`config.mk`:
```
export PLATFORM = sky130hd
export DESIGN_NAME = csr_access_ctrl_flat
export DESIGN_NICKNAME = d
export VERILOG_FILES = /design/src/rtl/csr_pkg.sv /design/src/rtl/csr_access_ctrl_if.sv /design/src/rtl/csr_cycle_counter.sv /design/src/rtl/csr_access_ctrl.sv /design/src/flat_wrapper.sv
export SDC_FILE = /design/constraint.sdc
export NUM_CORES = 1
export LEC_CHECK = 0
export ABC_AREA = 1
export ABC_CLOCK_PERIOD_IN_PS = 3800
export BUFFER_PORTS_ARGS = -buffer_cell sky130_fd_sc_hd__buf_2
export CAP_MARGIN = 20
export CELL_PAD_IN_SITES_DETAIL_PLACEMENT = 0
export CELL_PAD_IN_SITES_GLOBAL_PLACEMENT = 1
export CORE_UTILIZATION = 33
export DETAILED_ROUTE_END_ITERATION = 8
export PLACE_DENSITY = 0.73
export SKIP_LAST_GASP = 1
export SYNTH_ARGS = -nofsm -noshare
export SYNTH_HDL_FRONTEND = slang
export SYNTH_HIERARCHICAL = 1
export SYNTH_SLANG_ARGS = --single-unit
```
`constraint.sdc`:
```
create_clock -name clk -period 3.8 [get_ports clk]
set_clock_uncertainty 0.2 [all_clocks]
set_input_delay 0.76 -clock clk [delete_from_list [all_inputs] [get_ports clk]]
set_output_delay 0.76 -clock clk [all_outputs]
set_load 0.1 [all_outputs]
```
`src/rtl/csr_pkg.sv`:
```
// Shared types and constants for the CSR access controller: Zicsr funct3
// encodings, controller states, counter CSR addresses and the read-only rule.
package csr_pkg;

  typedef enum logic [2:0] {
    OP_RSVD0 = 3'b000,
    OP_RW    = 3'b001,
    OP_RS    = 3'b010,
    OP_RC    = 3'b011,
    OP_RSVD4 = 3'b100,
    OP_RWI   = 3'b101,
    OP_RSI   = 3'b110,
    OP_RCI   = 3'b111
  } csr_op_e;

  typedef enum logic [1:0] {
    ST_IDLE  = 2'd0,
    ST_READ  = 2'd1,
    ST_WRITE = 2'd2,
    ST_RESP  = 2'd3
  } csr_state_e;

  localparam logic [11:0] CSR_CYCLE  = 12'hC00;
  localparam logic [11:0] CSR_CYCLEH = 12'hC80;

  // The top two address bits equal to 2'b11 mark the read-only CSR space.
  function automatic logic csr_is_readonly(input logic [11:0] addr);
    return addr[11:10] == 2'b11;
  endfunction

endpackage

```
`src/rtl/csr_access_ctrl_if.sv`:
```
// Execute-stage request/response channel plus the CSR register-file port.
// The slave modport is the controller's view; master is the environment's.
interface csr_access_ctrl_if #(parameter int XLEN = 32);

  logic            req_valid;
  logic            req_ready;
  logic [2:0]      req_funct3;
  logic [11:0]     req_addr;
  logic [XLEN-1:0] req_src;
  logic            req_src_is_x0;

  logic            resp_valid;
  logic            resp_ready;
  logic [XLEN-1:0] resp_rdata;
  logic            resp_illegal;

  logic            csr_we;
  logic [11:0]     csr_addr;
  logic [XLEN-1:0] csr_wdata;
  logic [XLEN-1:0] csr_rdata;

  modport slave (
    input  req_valid, req_funct3, req_addr, req_src, req_src_is_x0,
    output req_ready,
    output resp_valid, resp_rdata, resp_illegal,
    input  resp_ready,
    output csr_we, csr_addr, csr_wdata,
    input  csr_rdata
  );

  modport master (
    output req_valid, req_funct3, req_addr, req_src, req_src_is_x0,
    input  req_ready,
    input  resp_valid, resp_rdata, resp_illegal,
    output resp_ready,
    input  csr_we, csr_addr, csr_wdata,
    output csr_rdata
  );

endinterface

```
`src/rtl/csr_cycle_counter.sv`:
```
// Free-running 64-bit cycle counter backing the cycle/cycleh CSRs.
// Only instantiated when CSR_CYCLE_COUNTER_EN is defined.
module csr_cycle_counter (
  input  logic        clk,
  input  logic        reset,
  output logic [63:0] count
);

  logic [63:0] count_q, count_d;

  // Wraps naturally from all-ones back to zero.
  always_comb count_d = count_q + 64'd1;

  always_ff @(posedge clk or posedge reset) begin
    if (reset) count_q <= '0;
    else       count_q <= count_d;
  end

  assign count = count_q;

endmodule

```
`src/rtl/csr_access_ctrl.sv`:
```
// Zicsr initiator: read the CSR, conditionally write back, return the old value.
// Optional build macro CSR_CYCLE_COUNTER_EN maps 0xC00/0xC80 onto a cycle counter.
module csr_access_ctrl
  import csr_pkg::*;
#(
  parameter int XLEN = 32
) (
  input logic              clk,
  input logic              reset,
  csr_access_ctrl_if.slave bus
);

  csr_state_e      state_q,   state_d;
  csr_op_e         funct3_q,  funct3_d;
  logic [11:0]     addr_q,    addr_d;
  logic [XLEN-1:0] src_q,     src_d;
  logic            src_x0_q,  src_x0_d;
  logic [XLEN-1:0] old_q,     old_d;
  logic [XLEN-1:0] wdata_q,   wdata_d;
  logic            illegal_q, illegal_d;

  logic [XLEN-1:0] rd_val;
  logic [XLEN-1:0] new_val;
  logic            do_write;
  logic            illegal;

`ifdef CSR_CYCLE_COUNTER_EN
  logic [63:0] cycle_cnt;

  csr_cycle_counter u_cycle_counter (
    .clk   (clk),
    .reset (reset),
    .count (cycle_cnt)
  );

  always_comb begin
    rd_val = bus.csr_rdata;
    if (addr_q == CSR_CYCLE)       rd_val = XLEN'(cycle_cnt[31:0]);
    else if (addr_q == CSR_CYCLEH) rd_val = XLEN'(cycle_cnt[63:32]);
  end
`else
  assign rd_val = bus.csr_rdata;
`endif

  // Decode of the latched operation, meaningful while in READ.
  always_comb begin
    case (funct3_q[1:0])
      2'b10:   new_val = rd_val | src_q;
      2'b11:   new_val = rd_val & ~src_q;
      default: new_val = src_q;
    endcase
    do_write = (funct3_q[1:0] == 2'b01) || !src_x0_q;
    illegal  = (funct3_q[1:0] == 2'b00) || (csr_is_readonly(addr_q) && do_write);
  end

  always_comb begin
    // NOTE: every _d defaults to its _q so no path through the case infers a latch.
    state_d   = state_q;
    funct3_d  = funct3_q;
    addr_d    = addr_q;
    src_d     = src_q;
    src_x0_d  = src_x0_q;
    old_d     = old_q;
    wdata_d   = wdata_q;
    illegal_d = illegal_q;

    case (state_q)
      ST_IDLE: begin
        if (bus.req_valid) begin
          funct3_d = csr_op_e'(bus.req_funct3);
          addr_d   = bus.req_addr;
          src_d    = bus.req_src;
          src_x0_d = bus.req_src_is_x0;
          state_d  = ST_READ;
        end
      end
      ST_READ: begin
        old_d     = rd_val;
        wdata_d   = new_val;
        illegal_d = illegal;
        state_d   = (do_write && !illegal) ? ST_WRITE : ST_RESP;
      end
      ST_WRITE: state_d = ST_RESP;
      ST_RESP: begin
        if (bus.resp_ready) state_d = ST_IDLE;
      end
      default: state_d = ST_IDLE;
    endcase
  end

  // NOTE: sequential state uses non-blocking assignments; reset is asynchronous
  // so csr_we drops the instant reset rises, even mid-write.
  always_ff @(posedge clk or posedge reset) begin
    if (reset) begin
      state_q   <= ST_IDLE;
      funct3_q  <= OP_RSVD0;
      addr_q    <= '0;
      src_q     <= '0;
      src_x0_q  <= 1'b0;
      old_q     <= '0;
      wdata_q   <= '0;
      illegal_q <= 1'b0;
    end else begin
      state_q   <= state_d;
      funct3_q  <= funct3_d;
      addr_q    <= addr_d;
      src_q     <= src_d;
      src_x0_q  <= src_x0_d;
      old_q     <= old_d;
      wdata_q   <= wdata_d;
      illegal_q <= illegal_d;
    end
  end

  // Outputs decode straight from state so they are glitch-free of the inputs.
  assign bus.req_ready    = (state_q == ST_IDLE);
  assign bus.resp_valid   = (state_q == ST_RESP);
  assign bus.resp_illegal = (state_q == ST_RESP) && illegal_q;
  assign bus.resp_rdata   = ((state_q == ST_RESP) && !illegal_q) ? old_q : '0;
  assign bus.csr_we       = (state_q == ST_WRITE);
  assign bus.csr_addr     = ((state_q == ST_READ) || (state_q == ST_WRITE)) ? addr_q : '0;
  assign bus.csr_wdata    = (state_q == ST_WRITE) ? wdata_q : '0;

endmodule

```
`src/flat_wrapper.sv`:
```
// flat-port wrapper written by rule: the top's interface ports become plain ports
module csr_access_ctrl_flat import csr_pkg::*;
#(
  parameter int XLEN = 32
)
  (clk, reset, bus_req_valid, bus_req_funct3, bus_req_addr, bus_req_src, bus_req_src_is_x0, bus_req_ready, bus_resp_valid, bus_resp_rdata, bus_resp_illegal, bus_resp_ready, bus_csr_we, bus_csr_addr, bus_csr_wdata, bus_csr_rdata);
  csr_access_ctrl_if #(.XLEN(XLEN)) bus_i ();
  input logic clk;
  input logic reset;
  input wire logic [$bits(bus_i.req_valid)-1:0] bus_req_valid;
  input wire logic [$bits(bus_i.req_funct3)-1:0] bus_req_funct3;
  input wire logic [$bits(bus_i.req_addr)-1:0] bus_req_addr;
  input wire logic [$bits(bus_i.req_src)-1:0] bus_req_src;
  input wire logic [$bits(bus_i.req_src_is_x0)-1:0] bus_req_src_is_x0;
  output wire logic [$bits(bus_i.req_ready)-1:0] bus_req_ready;
  output wire logic [$bits(bus_i.resp_valid)-1:0] bus_resp_valid;
  output wire logic [$bits(bus_i.resp_rdata)-1:0] bus_resp_rdata;
  output wire logic [$bits(bus_i.resp_illegal)-1:0] bus_resp_illegal;
  input wire logic [$bits(bus_i.resp_ready)-1:0] bus_resp_ready;
  output wire logic [$bits(bus_i.csr_we)-1:0] bus_csr_we;
  output wire logic [$bits(bus_i.csr_addr)-1:0] bus_csr_addr;
  output wire logic [$bits(bus_i.csr_wdata)-1:0] bus_csr_wdata;
  input wire logic [$bits(bus_i.csr_rdata)-1:0] bus_csr_rdata;
  assign bus_i.req_valid = bus_req_valid;
  assign bus_i.req_funct3 = bus_req_funct3;
  assign bus_i.req_addr = bus_req_addr;
  assign bus_i.req_src = bus_req_src;
  assign bus_i.req_src_is_x0 = bus_req_src_is_x0;
  assign bus_req_ready = bus_i.req_ready;
  assign bus_resp_valid = bus_i.resp_valid;
  assign bus_resp_rdata = bus_i.resp_rdata;
  assign bus_resp_illegal = bus_i.resp_illegal;
  assign bus_i.resp_ready = bus_resp_ready;
  assign bus_csr_we = bus_i.csr_we;
  assign bus_csr_addr = bus_i.csr_addr;
  assign bus_csr_wdata = bus_i.csr_wdata;
  assign bus_i.csr_rdata = bus_csr_rdata;
  csr_access_ctrl #(.XLEN(XLEN)) u_core (.clk(clk), .reset(reset), .bus(bus_i));
endmodule
```
==> impl_metrics.tcl <==
set metrics [dict create \
    placementRows 46 \
    grt_max_degree 53 \
    detail-route-antenna-nets 0 \
    tightest_slew_ns 0.950 \
    ys_ff_latch 114 \
    final-max-slew-violation-count 0 \
    final_layout_size_suffix_gt1_frac 0.286 \
    count_of_flip_flops_with_a_built_in_enable_after_synthesis 0 \
    cp_cell_sequence "ha_1, inv_1, or2_2, nor2_1, buf_2" \
    crit_fanout 32 \
    grt_first_pass_wirelength_um 22600 \
    boundaryPins 164 \
    synthesis.area_sq_um 5350 \
    ctsResizeCount 0 \
    synthDominantCellAreaShare 0.534 \
    critical_path.endpoint_type "output port" \
    post_cts.repair.setup_buffers 0 \
    finalSetupViolations 0 \
    timing.critical_path.max_delay_family "simple AND/OR/NAND/NOR gates" \
    final_hold_viol_count 0 \
    synth_cell_types 21 \
    tritoncts "built" \
    drtIter0Drc 206 \
    synth_fp_nets 731 \
    area_growth_pct 27.9 \
    worst_r2r_path_depth 6 \
    grt_antenna_before_repair 0 \
    detailed_place_hpwl_um 9330 \
    regArea_sq_um 2850 \
    htreeDepth 4 \
    worstHoldPathCells 2 \
    post_synth_main_area_contributors "sky130_fd_sc_hd__dfrtp_1 53%, sky130_fd_sc_hd__inv_1 8.3%, sky130_fd_sc_hd__a21oi_1 7.9%" \
    all_layer_gr_usage 0.180 \
    multiInputGateArea_sq_um 1850 \
    core-area_sq_um 15800 \
    gr-total-overflow 0 \
    grt_pass1_vias 4364 \
    fillCellCount 1669 \
    post-route-drc-count 0 \
    yosys.area.top_type "sky130_fd_sc_hd__dfrtp_1" \
    max-clock-path-buffers 2 \
    globalplace.congestion 0.713 \
    slew_headroom 0.366 \
    numCtsBuffers 17 \
    drt-vias-per-instance 4.44 \
    r2r_slack_ns 1.54 \
    critPathSlowestCell "sky130_fd_sc_hd__or2_2" \
    r2r_end "u_core/src_q[1]$_DFFE_PP0P_" \
    critical_path.startpoint_type "flip-flop" \
    clock_sinks 114 \
    root_buffer "sky130_fd_sc_hd__clkbuf_16" \
    wl_per_cell_um 13.6 \
    critical-path-max-stage-delay_ns 0.59 \
    min_from "u_core/wdata_q[2]$_DFFE_PP0P_" \
    floorplan.die.height_um 129 \
    tns_ns 0 \
    postCtsHoldBufs 0 \
    yosys_warnings 6 \
    status "complete, no violations" \
    syn_area_per_cell_sq_um 8.31 \
    fin_crit_ns 3.32 \
    route.final.wire_length_um 14000 \
    layout_commonest_cell "sky130_fd_sc_hd__buf_2" \
    clkSlewWorstSetupHoldPaths_ns 0.05 \
    drtPass1Iterations 4 \
    synth-seq-area-share 0.534 \
    port-buffer-count 162 \
    worstPathArrival_ns 2.36 \
    hold_path.class "flip-flop to flip-flop" \
    start_util 0.338 \
    share_of_the_cycle_needed_by_the_critical_path_after_routing 0.873 \
    postSynth.topFlopCell "sky130_fd_sc_hd__dfrtp_1" \
    design.die.area_sq_um 16700 \
    criticalPathCategory "flip-flop to output port" \
    vias 4556 \
    min_to "u_core/wdata_q[2]$_DFFE_PP0P_" \
    cap_viol_max_count 0 \
    netlist_instances 643 \
    cp_num_cells 5 \
    crit_required_ns 2.84 \
    path_buf_inv 2 \
    final_cell_mix "162 x sky130_fd_sc_hd__buf_2, 117 x sky130_fd_sc_hd__inv_1, 114 x sky130_fd_sc_hd__dfrtp_1, 100 x sky130_fd_sc_hd__nand2_1, 84 x sky130_fd_sc_hd__a21oi_1" \
    clock_latency_ns 0.41 \
    rsz0062_at_grt "false" \
    post-route-util 0.432 \
    die_x_um 129 \
    antenna_cells_inserted 0 \
    critical_path.reg2reg.startpoint "u_core/state_q[0]$_DFFE_PP0P_" \
    maxClockFrequency_mhz 301 \
    proportion_of_register_bits_with_asynchronous_set_or_reset_after_synthesis 1.00 \
    final_nets 885 \
]
## through the flow
step | cell area (sq um) | std cells | setup slack (ns) | hold WS [ns]
6_report | 6840 | 1025 | 0.483 | 0.280
5_1_grt | 6840 | 1025 | 0.281 | 0.311
4_1_cts | 6840 | 1025 | 0.434 | 0.287
3_5_place_dp | 6320 | 994 | 0.884 | 0.274
3_3_place_gp | 6320 | 994 | 0.897 | 0.269
2_1_floorplan | 5370 | 643 | -0.252 | 0.253
## tightest hold or removal path, stage by stage (launching register included)
cell                      delay, ns
sky130_fd_sc_hd__dfrtp_1       0.34
sky130_fd_sc_hd__nand2_1       0.05
sky130_fd_sc_hd__o21ai_0       0.05
## synth_stat cells, drive strengths merged, types with 4 or more instances
| cell | n |
|---|---|
| dfrtp | 114 |
| ha | 4 |
| nand3 | 21 |
| buf | 30 |
| a21oi | 85 |
| o21ai | 60 |
| clkbuf | 7 |
| nor2 | 86 |
| inv | 118 |
| mux2 | 13 |
| nand2 | 102 |
## cells by family after synthesis
family | synth area share
AOI/OAI and AO/OA | 0.139
and+or+nand+nor | 0.156
adders and majority gates | 0.00936
DFF | 0.534
muxes | 0.0337
buffers and inverters | 0.128
## state kept, by name, summed over array words and instances, names as in the netlist
register	flops
u_core/src_q	32
u_core/illegal_q	1
u_core/src_x0_q	1
u_core/wdata_q	32
u_core/old_q	32
u_core/funct3_q	2
u_core/state_q	2
u_core/addr_q	12
## area by class of cell
class                           count  area share
Sequential cell                   114       0.417
Multi-Input combinational cell    374       0.270
Timing Repair Buffer              172       0.131
Clock buffer                       24      0.0675
Inverter                          118      0.0653
Tap cell                          216      0.0395
Clock inverter                      7     0.00878
## worst max path at each step
| stage | startpoint | endpoint | slack (ns) |
|---|---|---|---|
| 3_5_place_dp | u_core/state_q[0]$_DFFE_PP0P_ | bus_resp_rdata[30] | 0.88 |
| 4_1_cts | u_core/state_q[0]$_DFFE_PP0P_ | bus_resp_rdata[30] | 0.43 |
| 5_1_grt | u_core/state_q[0]$_DFFE_PP0P_ | bus_resp_rdata[31] | 0.28 |
| 6_report | u_core/state_q[0]$_DFFE_PP0P_ | bus_resp_rdata[20] | 0.48 |
| 2_1_floorplan | u_core/state_q[0]$_DFFE_PP0P_ | bus_resp_rdata[16] | -0.25 |
| 3_3_place_gp | u_core/state_q[0]$_DFFE_PP0P_ | bus_resp_rdata[27] | 0.90 |
## metal layers
layer,vias up,part of all wire,track usage
met1,2125,0.45,0.231
met5,-,0,0
met4,0,0.016,0.0706
met2,122,0.48,0.295
met3,18,0.051,0.0417
li1,2291,-,-
Power is not shown: default switching activity piles up to over one toggle a cycle in this logic, so the estimate is an artifact.
